### src/rtl/hilo_ctrl_pkg.sv
// Shared definitions for the HI/LO sequencer: FSM encoding, operation codes and
// default latencies of the attached multiply/divide units.
package hilo_ctrl_pkg;

  typedef enum logic [2:0] {
    S_IDLE,
    S_LAUNCH,
    S_WAIT,
    S_CAPTURE,
    S_DONE
  } state_t;

  localparam logic OP_MULT = 1'b0;
  localparam logic OP_DIV  = 1'b1;

  localparam int unsigned DEF_WIDTH    = 32;
  localparam int unsigned DEF_MULT_LAT = 33;
  localparam int unsigned DEF_DIV_LAT  = 34;
  localparam int unsigned DEF_CNT_W    = 6;

  // Counter preload: the LAUNCH cycle itself accounts for one cycle of latency.
  function automatic int unsigned lat_load(input logic op,
                                           input int unsigned mult_lat,
                                           input int unsigned div_lat);
    return (op == OP_DIV) ? div_lat - 1 : mult_lat - 1;
  endfunction

endpackage

### src/rtl/hilo_ctrl_if.sv
// Bundle of control-unit and mult/div-unit signals around the HI/LO sequencer.
// slave is the sequencer view; master is the surrounding environment.
interface hilo_ctrl_if #(
  parameter int unsigned WIDTH = 32
);

  logic             start;
  logic             op_div;
  logic [WIDTH-1:0] value_A;
  logic [WIDTH-1:0] value_B;
  logic             abort;
  logic             hi_we;
  logic             lo_we;
  logic [WIDTH-1:0] wdata;
  logic [WIDTH-1:0] mult_hi;
  logic [WIDTH-1:0] mult_lo;
  logic [WIDTH-1:0] div_hi;
  logic [WIDTH-1:0] div_lo;

  logic [WIDTH-1:0] op_a;
  logic [WIDTH-1:0] op_b;
  logic             mult_init;
  logic             div_init;
  logic             unit_rst;
  logic             busy;
  logic             done;
  logic             div_zero;
  logic [WIDTH-1:0] hi;
  logic [WIDTH-1:0] lo;

  modport slave (
    input  start, op_div, value_A, value_B, abort, hi_we, lo_we, wdata,
           mult_hi, mult_lo, div_hi, div_lo,
    output op_a, op_b, mult_init, div_init, unit_rst, busy, done, div_zero,
           hi, lo
  );

  modport master (
    output start, op_div, value_A, value_B, abort, hi_we, lo_we, wdata,
           mult_hi, mult_lo, div_hi, div_lo,
    input  op_a, op_b, mult_init, div_init, unit_rst, busy, done, div_zero,
           hi, lo
  );

endinterface

### src/rtl/hilo_regs.sv
// Architectural HI/LO pair: unit-result capture has priority over mthi/mtlo writes.
// Division results land swapped: quotient to LO, remainder to HI.
module hilo_regs #(
  parameter int unsigned WIDTH = 32
) (
  input  logic             clk,
  input  logic             reset,
  input  logic             capture,
  input  logic             cap_div,
  input  logic             wr_en,
  input  logic             hi_we,
  input  logic             lo_we,
  input  logic [WIDTH-1:0] wdata,
  input  logic [WIDTH-1:0] mult_hi,
  input  logic [WIDTH-1:0] mult_lo,
  input  logic [WIDTH-1:0] div_hi,
  input  logic [WIDTH-1:0] div_lo,
  output logic [WIDTH-1:0] hi,
  output logic [WIDTH-1:0] lo
);

  always_ff @(posedge clk or negedge reset) begin
    if (!reset) begin
      hi <= '0;
    end else if (capture) begin
      hi <= cap_div ? div_lo : mult_hi;
    end else if (wr_en && hi_we) begin
      hi <= wdata;
    end
  end

  always_ff @(posedge clk or negedge reset) begin
    if (!reset) begin
      lo <= '0;
    end else if (capture) begin
      lo <= cap_div ? div_hi : mult_lo;
    end else if (wr_en && lo_we) begin
      lo <= wdata;
    end
  end

endmodule

### src/rtl/hilo_ctrl.sv
// Sequencer for the multi-cycle mult/div units: latches operands, launches a unit,
// counts its fixed latency and captures the result into HI/LO.
module hilo_ctrl
  import hilo_ctrl_pkg::*;
#(
  parameter int unsigned WIDTH    = DEF_WIDTH,
  parameter int unsigned MULT_LAT = DEF_MULT_LAT,
  parameter int unsigned DIV_LAT  = DEF_DIV_LAT,
  parameter int unsigned CNT_W    = DEF_CNT_W
) (
  input  logic       clk,
  input  logic       reset,
  hilo_ctrl_if.slave bus
);

  state_t           state;
  state_t           next_state;
  logic [CNT_W-1:0] cnt;
  logic [WIDTH-1:0] a_q;
  logic [WIDTH-1:0] b_q;
  logic             op_q;
  logic             dz_q;
  logic             unit_rst_q;
  logic             accept;
  logic             is_dz;
  int unsigned      ld;

  logic             busy;
  logic             done;
  logic             div_zero;
  logic             mult_init;
  logic             div_init;
  logic             capture;
  logic             wr_en;
  logic [WIDTH-1:0] hi_r;
  logic [WIDTH-1:0] lo_r;

  assign accept = (state == S_IDLE) && bus.start && !bus.abort;
  assign is_dz  = bus.op_div && (bus.value_B == '0);
  assign ld     = lat_load(op_q, MULT_LAT, DIV_LAT);

  always_ff @(posedge clk or negedge reset) begin
    if (!reset) begin
      state <= S_IDLE;
    end else begin
      state <= next_state;
    end
  end

  always_comb begin
    next_state = state;
    if (bus.abort) begin
      next_state = S_IDLE;
    end else begin
      unique case (state)
        S_IDLE:    if (bus.start) next_state = is_dz ? S_DONE : S_LAUNCH;
        S_LAUNCH:  next_state = S_WAIT;
        S_WAIT:    if (cnt == '0) next_state = S_CAPTURE;
        S_CAPTURE: next_state = S_DONE;
        S_DONE:    next_state = S_IDLE;
        default:   next_state = S_IDLE;
      endcase
    end
  end

  always_comb begin
    busy      = (state == S_LAUNCH) || (state == S_WAIT) || (state == S_CAPTURE);
    done      = (state == S_DONE);
    div_zero  = (state == S_DONE) && dz_q;
    mult_init = (state == S_LAUNCH) && (op_q == OP_MULT);
    div_init  = (state == S_LAUNCH) && (op_q == OP_DIV);
    capture   = (state == S_CAPTURE) && !bus.abort;
    wr_en     = (state == S_IDLE) && !bus.abort;
  end

  always_ff @(posedge clk or negedge reset) begin
    if (!reset) begin
      a_q  <= '0;
      b_q  <= '0;
      op_q <= OP_MULT;
      dz_q <= 1'b0;
    end else if (accept) begin
      a_q  <= bus.value_A;
      b_q  <= bus.value_B;
      op_q <= bus.op_div;
      dz_q <= is_dz;
    end
  end

  // The preload must fit CNT_W bits, otherwise the latency count silently wraps.
  always_ff @(posedge clk or negedge reset) begin
    if (!reset) begin
      cnt <= '0;
    end else if (state == S_LAUNCH) begin
      assert (ld < (32'd1 << CNT_W));
      cnt <= CNT_W'(ld);
    end else if ((state == S_WAIT) && (cnt != '0)) begin
      cnt <= cnt - CNT_W'(1);
    end
  end

  always_ff @(posedge clk or negedge reset) begin
    if (!reset) begin
      unit_rst_q <= 1'b1;
    end else begin
      unit_rst_q <= bus.abort;
    end
  end

  hilo_regs #(
    .WIDTH (WIDTH)
  ) u_regs (
    .clk     (clk),
    .reset   (reset),
    .capture (capture),
    .cap_div (op_q),
    .wr_en   (wr_en),
    .hi_we   (bus.hi_we),
    .lo_we   (bus.lo_we),
    .wdata   (bus.wdata),
    .mult_hi (bus.mult_hi),
    .mult_lo (bus.mult_lo),
    .div_hi  (bus.div_hi),
    .div_lo  (bus.div_lo),
    .hi      (hi_r),
    .lo      (lo_r)
  );

  assign bus.op_a      = a_q;
  assign bus.op_b      = b_q;
  assign bus.mult_init = mult_init;
  assign bus.div_init  = div_init;
  assign bus.unit_rst  = unit_rst_q;
  assign bus.busy      = busy;
  assign bus.done      = done;
  assign bus.div_zero  = div_zero;
  assign bus.hi        = hi_r;
  assign bus.lo        = lo_r;

endmodule
### src/flat_wrapper.sv
// flat-port wrapper written by rule: the top's interface ports become plain ports
module hilo_ctrl_flat import hilo_ctrl_pkg::*;
#(
  parameter int unsigned WIDTH    = DEF_WIDTH,
  parameter int unsigned MULT_LAT = DEF_MULT_LAT,
  parameter int unsigned DIV_LAT  = DEF_DIV_LAT,
  parameter int unsigned CNT_W    = DEF_CNT_W
)
  (clk, reset, bus_start, bus_op_div, bus_value_A, bus_value_B, bus_abort, bus_hi_we, bus_lo_we, bus_wdata, bus_mult_hi, bus_mult_lo, bus_div_hi, bus_div_lo, bus_op_a, bus_op_b, bus_mult_init, bus_div_init, bus_unit_rst, bus_busy, bus_done, bus_div_zero, bus_hi, bus_lo);
  hilo_ctrl_if #(.WIDTH(WIDTH)) bus_i ();
  input  logic clk;
  input  logic reset;
  input wire logic [$bits(bus_i.start)-1:0] bus_start;
  input wire logic [$bits(bus_i.op_div)-1:0] bus_op_div;
  input wire logic [$bits(bus_i.value_A)-1:0] bus_value_A;
  input wire logic [$bits(bus_i.value_B)-1:0] bus_value_B;
  input wire logic [$bits(bus_i.abort)-1:0] bus_abort;
  input wire logic [$bits(bus_i.hi_we)-1:0] bus_hi_we;
  input wire logic [$bits(bus_i.lo_we)-1:0] bus_lo_we;
  input wire logic [$bits(bus_i.wdata)-1:0] bus_wdata;
  input wire logic [$bits(bus_i.mult_hi)-1:0] bus_mult_hi;
  input wire logic [$bits(bus_i.mult_lo)-1:0] bus_mult_lo;
  input wire logic [$bits(bus_i.div_hi)-1:0] bus_div_hi;
  input wire logic [$bits(bus_i.div_lo)-1:0] bus_div_lo;
  output wire logic [$bits(bus_i.op_a)-1:0] bus_op_a;
  output wire logic [$bits(bus_i.op_b)-1:0] bus_op_b;
  output wire logic [$bits(bus_i.mult_init)-1:0] bus_mult_init;
  output wire logic [$bits(bus_i.div_init)-1:0] bus_div_init;
  output wire logic [$bits(bus_i.unit_rst)-1:0] bus_unit_rst;
  output wire logic [$bits(bus_i.busy)-1:0] bus_busy;
  output wire logic [$bits(bus_i.done)-1:0] bus_done;
  output wire logic [$bits(bus_i.div_zero)-1:0] bus_div_zero;
  output wire logic [$bits(bus_i.hi)-1:0] bus_hi;
  output wire logic [$bits(bus_i.lo)-1:0] bus_lo;
  assign bus_i.start = bus_start;
  assign bus_i.op_div = bus_op_div;
  assign bus_i.value_A = bus_value_A;
  assign bus_i.value_B = bus_value_B;
  assign bus_i.abort = bus_abort;
  assign bus_i.hi_we = bus_hi_we;
  assign bus_i.lo_we = bus_lo_we;
  assign bus_i.wdata = bus_wdata;
  assign bus_i.mult_hi = bus_mult_hi;
  assign bus_i.mult_lo = bus_mult_lo;
  assign bus_i.div_hi = bus_div_hi;
  assign bus_i.div_lo = bus_div_lo;
  assign bus_op_a = bus_i.op_a;
  assign bus_op_b = bus_i.op_b;
  assign bus_mult_init = bus_i.mult_init;
  assign bus_div_init = bus_i.div_init;
  assign bus_unit_rst = bus_i.unit_rst;
  assign bus_busy = bus_i.busy;
  assign bus_done = bus_i.done;
  assign bus_div_zero = bus_i.div_zero;
  assign bus_hi = bus_i.hi;
  assign bus_lo = bus_i.lo;
  hilo_ctrl #(.WIDTH(WIDTH), .MULT_LAT(MULT_LAT), .DIV_LAT(DIV_LAT), .CNT_W(CNT_W)) u_core (.clk(clk), .reset(reset), .bus(bus_i));
endmodule
### config.mk
export PLATFORM = sky130hd
export DESIGN_NAME = hilo_ctrl_flat
export DESIGN_NICKNAME = d
export VERILOG_FILES = /design/src/rtl/hilo_ctrl_pkg.sv /design/src/rtl/hilo_ctrl_if.sv /design/src/rtl/hilo_regs.sv /design/src/rtl/hilo_ctrl.sv /design/src/flat_wrapper.sv
export SDC_FILE = /design/constraint.sdc
export NUM_CORES = 1
export LEC_CHECK = 0
export ABC_AREA = 1
export CORE_AREA = 2 2 141 143
export CTS_BUF_LIST = sky130_fd_sc_hd__clkbuf_16
export DETAILED_ROUTE_END_ITERATION = 10
export DIE_AREA = 0 0 143 145
export GPL_TIMING_DRIVEN = 0
export PLACE_DENSITY = 0.82
export SYNTH_ARGS = -nofsm -noshare
export SYNTH_HDL_FRONTEND = slang
export SYNTH_SLANG_ARGS = --single-unit
### constraint.sdc
create_clock -name clk -period 1.6 [get_ports clk]
set_clock_uncertainty 0.05 [all_clocks]
set_input_delay 0.32 -clock clk [delete_from_list [all_inputs] [get_ports clk]]
set_output_delay 0.32 -clock clk [all_outputs]
set_load 0.01 [all_outputs]
Yosys cells after proc, flatten, opt, wreduce, memory -nomap -nowiden
Index checks and enable logic that the tools add are counted.

storage, ports and cells
  input bits = 231
  output and inout port bits = 134
  flip-flop bits (word level) = 140

operators by class
  add/sub/neg operators = 1
  bitwise gates (word level) = 1
  equality and inequality tests = 6
  multiplexer cells = 14
  reduce and logical (&&, ||, !) cells = 22

operators by type and width
  cell                 number
  $mux 32              6
  $logic_not 32->1     1
  $mux 3               4
  $mux 6               2
  $pmux 3 s4           1
  $logic_and 1x1->1    11
  $eq 3x2->1 const B   2
  $logic_not 6->1      1
  $reduce_bool 2->1    3
  $reduce_bool 6->1    1
  $sub 6x1->6 const B  1
  $eq 3x1->1 const B   1
  $eq 3x3->1 const B   1
  $logic_not 3->1      1
  $ne 3x2->1 const B   1
  $ne 3x3->1 const B   1
  $logic_or 1x1->1     2
  $reduce_and 2->1     1
  $logic_not 1->1      1
  $mux 1               1
  $not 1->1            1

Longest topological paths before layout
Gate-level depths: netlist of the first run.

  depth in word-level cells = 6
  gate-level depth with buffers = 8
  depth with buffers taken out = 8

Hierarchy
From an unflattened synthesis of the first run, not the netlist that was laid out.

second synthesis, totals
  cells, all modules = 1005
  area, all modules = 7403.4 µm²

modules (own cells, without submodules)
  module     seq. area each (µm²)  cells each  instances  area an instance (µm²)
  hilo_regs  1601.5                621         1          4162.7
  hilo_ctrl  1903.1                384         1          3240.6

Least setup slack after synthesis of the first run
No wires, ideal clock.

  path type = register -> register
  from = register u_core.state[2]
  to = register u_core.a_q[10] (netlist: u_core.bus.op_a[10])
  clock period less this slack = 1459 ps
  required time = 1423 ps
  slack = 141 ps
  buffers on the path = 2
  arrival = 1281 ps
  stages on the path, launching flop included = 6
  setup time = 127 ps
  path through = dfrtp_1 nor2_2 nand3_1 buf_4 buf_6 mux2_1

between the ends
  longest elaborated chain between the ends = 3

RTL lines
  item                            RTL line         source
  from (decl)                     hilo_ctrl.sv:16  state_t state;
  from (signal assigned)          hilo_ctrl.sv:46  state <= next_state;
  $logic_not 3->1                 hilo_ctrl.sv:38  assign accept = (state == S_IDLE) && bus.start && !bus.abort;
  $logic_and 1x1->1 (2 in a row)  hilo_ctrl.sv:38
  to (signal assigned)            hilo_ctrl.sv:83  a_q <= bus.value_A;
  to (decl)                       hilo_ctrl.sv:19  logic [WIDTH-1:0] a_q;

No other way between the ends.
A chain may end at the register's enable or synchronous reset.

Final worst setup path of the first run
  from = register u_core.state[2]
  to = output bus_div_zero

between the ends
  longest elaborated chain between the ends = 2

RTL lines
  item               RTL line            source
  $eq 3x3->1         hilo_ctrl.sv:69     div_zero = (state == S_DONE) && dz_q;
  $logic_and 1x1->1  hilo_ctrl.sv:69
  to (decl)          flat_wrapper.sv:32  output wire logic [$bits(bus_i.div_zero)-1:0] bus_div_zero;

No other way between the ends.

==> impl_metrics.py, run 1 <==
metrics = {
    "detailed_routing": {
        "vias_per_cell": 5.040,
        "dr.pass1.iters": 5,
        "drt_iter0_drc": 312,
        "wl_um": 26770,
        "ant_nets": 0,
        "vias": 6754,
        "drc": 0,
        "wl_per_cell_um": 19.98,
    },
    "sta": {
        "fmax_mhz": 575.5,
        "hold_viol": 0,
        "max_slew_margin_pct": 54.58,
        "worst_pin_slew_ns": 0.6812,
        "fin_setup_tns_ns": -1.963,
        "finalCritPeriodShare_pct": 108.6,
        "drv_slew": 0,
        "setup_ws_ns": -0.1377,
        "rsz0062_at_grt": "true",
        "period_minus_slack_ns": 1.738,
        "setup_viol_count_final": 44,
    },
    "global_route": {
        "grt_pass1_vias": 6952,
        "grt_usage_pct": 25.27,
        "antenna_found_initial": 0,
        "grt_overflow_total": 0,
        "grt_max_degree": 73,
        "grt_pass1_wl_um": 39540,
    },
    "clocking": {
        "cts.sinks": 140,
        "clkLatencyLatePin_ns": 0.42,
        "cts_buffers": 17,
        "path_clk_slew_ns": 0.06,
        "clk_path_buf_depth": 2,
        "cts_tree": "yes",
        "cts-root-buf": "clkbuf_16",
        "htree_num_levels": 4,
    },
    "worst_setup_path": {
        "slowest_delay_ns": 0.37,
        "cp.required_ns": 1.23,
        "crit_path_cell_trace": "inv_2 -> buf_4 -> nor3_2 -> buf_2",
        "endpoint_kind": "output port",
        "critPathBufInv": 3,
        "worstPathArrival_ns": 1.37,
        "crit_slowest_cell": "dfrtp_1",
        "startpoint_type": "register",
        "path_delay_family": "buffers and inverters",
        "path_class": "reg2out",
        "path_max_fanout": 5,
    },
    "floorplanning": {
        "fp.dieH_um": 145,
        "io_pins": 365,
        "die-area_um2": 20740,
        "coreArea_um2": 19210,
        "die_w_um": 143,
        "num_rows": 51,
        "start_util_pct": 34.35,
    },
    "logic_synthesis": {
        "synth_fa_ha_area_share_pct": 0.3793,
        "yosysWarningCount": 0,
        "synth-compound-area-share_pct": 15.53,
        "yosys.area_share.simple_pct": 16.54,
        "synth.distinct_cells": 28,
        "syn_nets": 891,
        "avgSynthCellArea_um2": 10.03,
        "synthXorXnorAreaFrac_pct": 0.2655,
        "yosysSeqAreaShare_pct": 53.12,
        "synth.ff_latch_count": 140,
        "synth_cells": 658,
        "synth_top_family_by_area": "simple AND/OR/NAND/NOR gates",
        "synth.area.mux_share_pct": 8.344,
        "synth_area_um2": 6598,
    },
    "status": {
        "violations": "setup timing",
        "outcome": "complete, but fails checks",
    },
    "finish": {
        "drive_gt1_share_pct": 20.19,
        "area_delta_synth_final_pct": 75.38,
        "fillers": 1631,
        "final_area_um2": 11570,
        "insertedDiodeCount": 0,
        "final_nets": 1295,
        "final_core_util_pct": 60.24,
    },
    "pwr": {
        "power_density_nw_per_um2": 1631,
        "p_leak_nw": 4.964,
        "power_w": 0.01887,
        "ir_drop_uv": 749.9,
    },
    "place": {
        "port_buffers": 364,
        "dpl-instance-area_um2": 10600,
        "gp_congestion": 0.8738,
        "place_hpwl_um": 19970,
    },
    "run": {
        "drv_cap": 0,
    },
    "min_path": {
        "hold_path.class": "in2reg",
    },
}
metal layers:
layer,vias up,GRT usage [%],wire length (um)
met1,3282,32.53,11070
met2,305,41.84,13270
met3,57,4.653,1626
met4,0,10.00,799
met5,-,0,0
li1,3110,-,-
power breakdown:
part / total [W] / switching (W) / internal (W)
Sequential: 0.00609 / 0.000867 / 0.00522
Combinational: 0.00860 / 0.00437 / 0.00422
Clock: 0.00418 / 0.00169 / 0.00249
sequential cells by signal, summed over array words and instances (netlist names):
name and cells:
u_core.u_regs.hi 32, u_core.cnt 6, u_core.bus.unit_rst 1, u_core.bus.op_a 32
u_core.op_q 1, u_core.dz_q 1, u_core.u_regs.lo 32, u_core.bus.op_b 32
u_core.state 3
through the flow:
stage / cells / hold slack (ns) / setup slack, ns
after floorplan: 658 / -0.02559 / 0.1415
after global placement: 1287 / 0.4177 / -5.661
after detailed placement: 1288 / 0.3264 / -0.5227
after CTS: 1331 / 0.2126 / -0.1515
after global routing: 1340 / 0.2366 / -0.1750
final: 1340 / 0.2438 / -0.1377
cell usage after synthesis:
library cell,number,area share [%]
a21oi_1,7,0.53
a31oi_1,64,6.1
buf_2,10,0.76
buf_4,14,1.6
buf_6,5,0.85
clkbuf_1,16,0.91
dfrtp_1,139,53
dfstp_2,1,0.40
ha_1,2,0.38
inv_1,28,1.6
inv_2,2,0.11
mux2_1,18,3.1
mux2_2,30,5.1
mux2i_1,1,0.15
nand2_1,60,3.4
nand2_2,2,0.19
nand3_1,12,0.91
nand4_1,5,0.47
nor2_1,86,4.9
nor2_2,2,0.19
nor2_4,1,0.17
nor3_1,1,0.076
nor3_2,1,0.15
o211ai_1,65,7.4
o21ai_0,19,1.4
o22ai_1,1,0.095
or2_2,64,6.1
xor2_1,2,0.27
cells in the final DEF (no fill, tap or decap), types with 23 or more instances in the layout:
cell type / count
nor2_1: 83
or2_2: 64
buf_4: 23
dfrtp_1: 137
dlygate4sd2_1: 129
a31oi_1: 64
nand2_1: 58
clkdlybuf4s50_1: 228
o211ai_1: 65
mux2_2: 30
inv_1: 27
cells by family (layout without fill, tap and decap cells):
group / after synthesis / in the layout
simple gates: 234 / 234
compound gates: 156 / 156
flops: 140 / 140
buf+inv: 75 / 492
mux: 49 / 49
fa+ha+maj: 2 / 2
xor+xnor: 2 / 2
final cells by class:
class | count | area, um^2 | share of cell area [%]
plain buffers | 45 | 481.7 | 4.163
clock buffers | 17 | 425.4 | 3.676
clock inverters | 15 | 188.9 | 1.633
inverters | 30 | 117.6 | 1.016
multi-input cells | 443 | 2820 | 24.37
flip-flops and latches | 140 | 3507 | 30.31
well taps | 265 | 331.6 | 2.865
repair buffers | 385 | 3699 | 31.96
worst paths after layout:
check | from | endpoint | slack, ns | cells past startpoint
max in group asynchronous | reset | u_core.u_regs.hi[13] | 0.28 | 3
worst min register to register | u_core.bus.op_b[19] | u_core.bus.op_b[19] | 0.43 | 2
worst max-delay path | u_core.state[2] | bus_div_zero | -0.14 | 4
worst max register to register | u_core.state[1] | u_core.bus.op_a[28] | -0.11 | 6
worst min-delay path | bus_abort | u_core.bus.unit_rst | 0.24 | 1
min in group asynchronous | reset | u_core.bus.op_b[29] | 0.41 | 2
worst register-to-register path, stage by stage, from the launching register on:
cell	delay, ns
dfrtp_2	0.44
nor2_4	0.16
buf_4	0.15
nand3_4	0.09
bufbuf_16	0.29
buf_6	0.14
mux2_2	0.28
timing repair:
| item | in CTS | in global routing |
|---|---|---|
| endpoints found under the setup margin | 230 | 136 |
| pin swaps | 3 | 5 |
| resized for setup | 223 | 37 |
| setup buffers | 9 | 8 |
| hold buffers | 1 | 0 |
| endpoints found under the hold margin | 68 | 0 |
| cloned | 1 | 1 |
Note: power is estimated with default switching activity, not from simulation.
==> run 2, diff against run 1 <==
--- a/config.mk
+++ b/config.mk
@@ -6,6 +6,7 @@
 export NUM_CORES = 1
 export LEC_CHECK = 0
 export ABC_AREA = 1
+export CAP_MARGIN = 5
 export CORE_AREA = 2 2 141 143
 export CTS_BUF_LIST = sky130_fd_sc_hd__clkbuf_16
 export DETAILED_ROUTE_END_ITERATION = 10
==> results of run 2 <==
No change in the layout: final DEF, timing and power equal those of run 1.
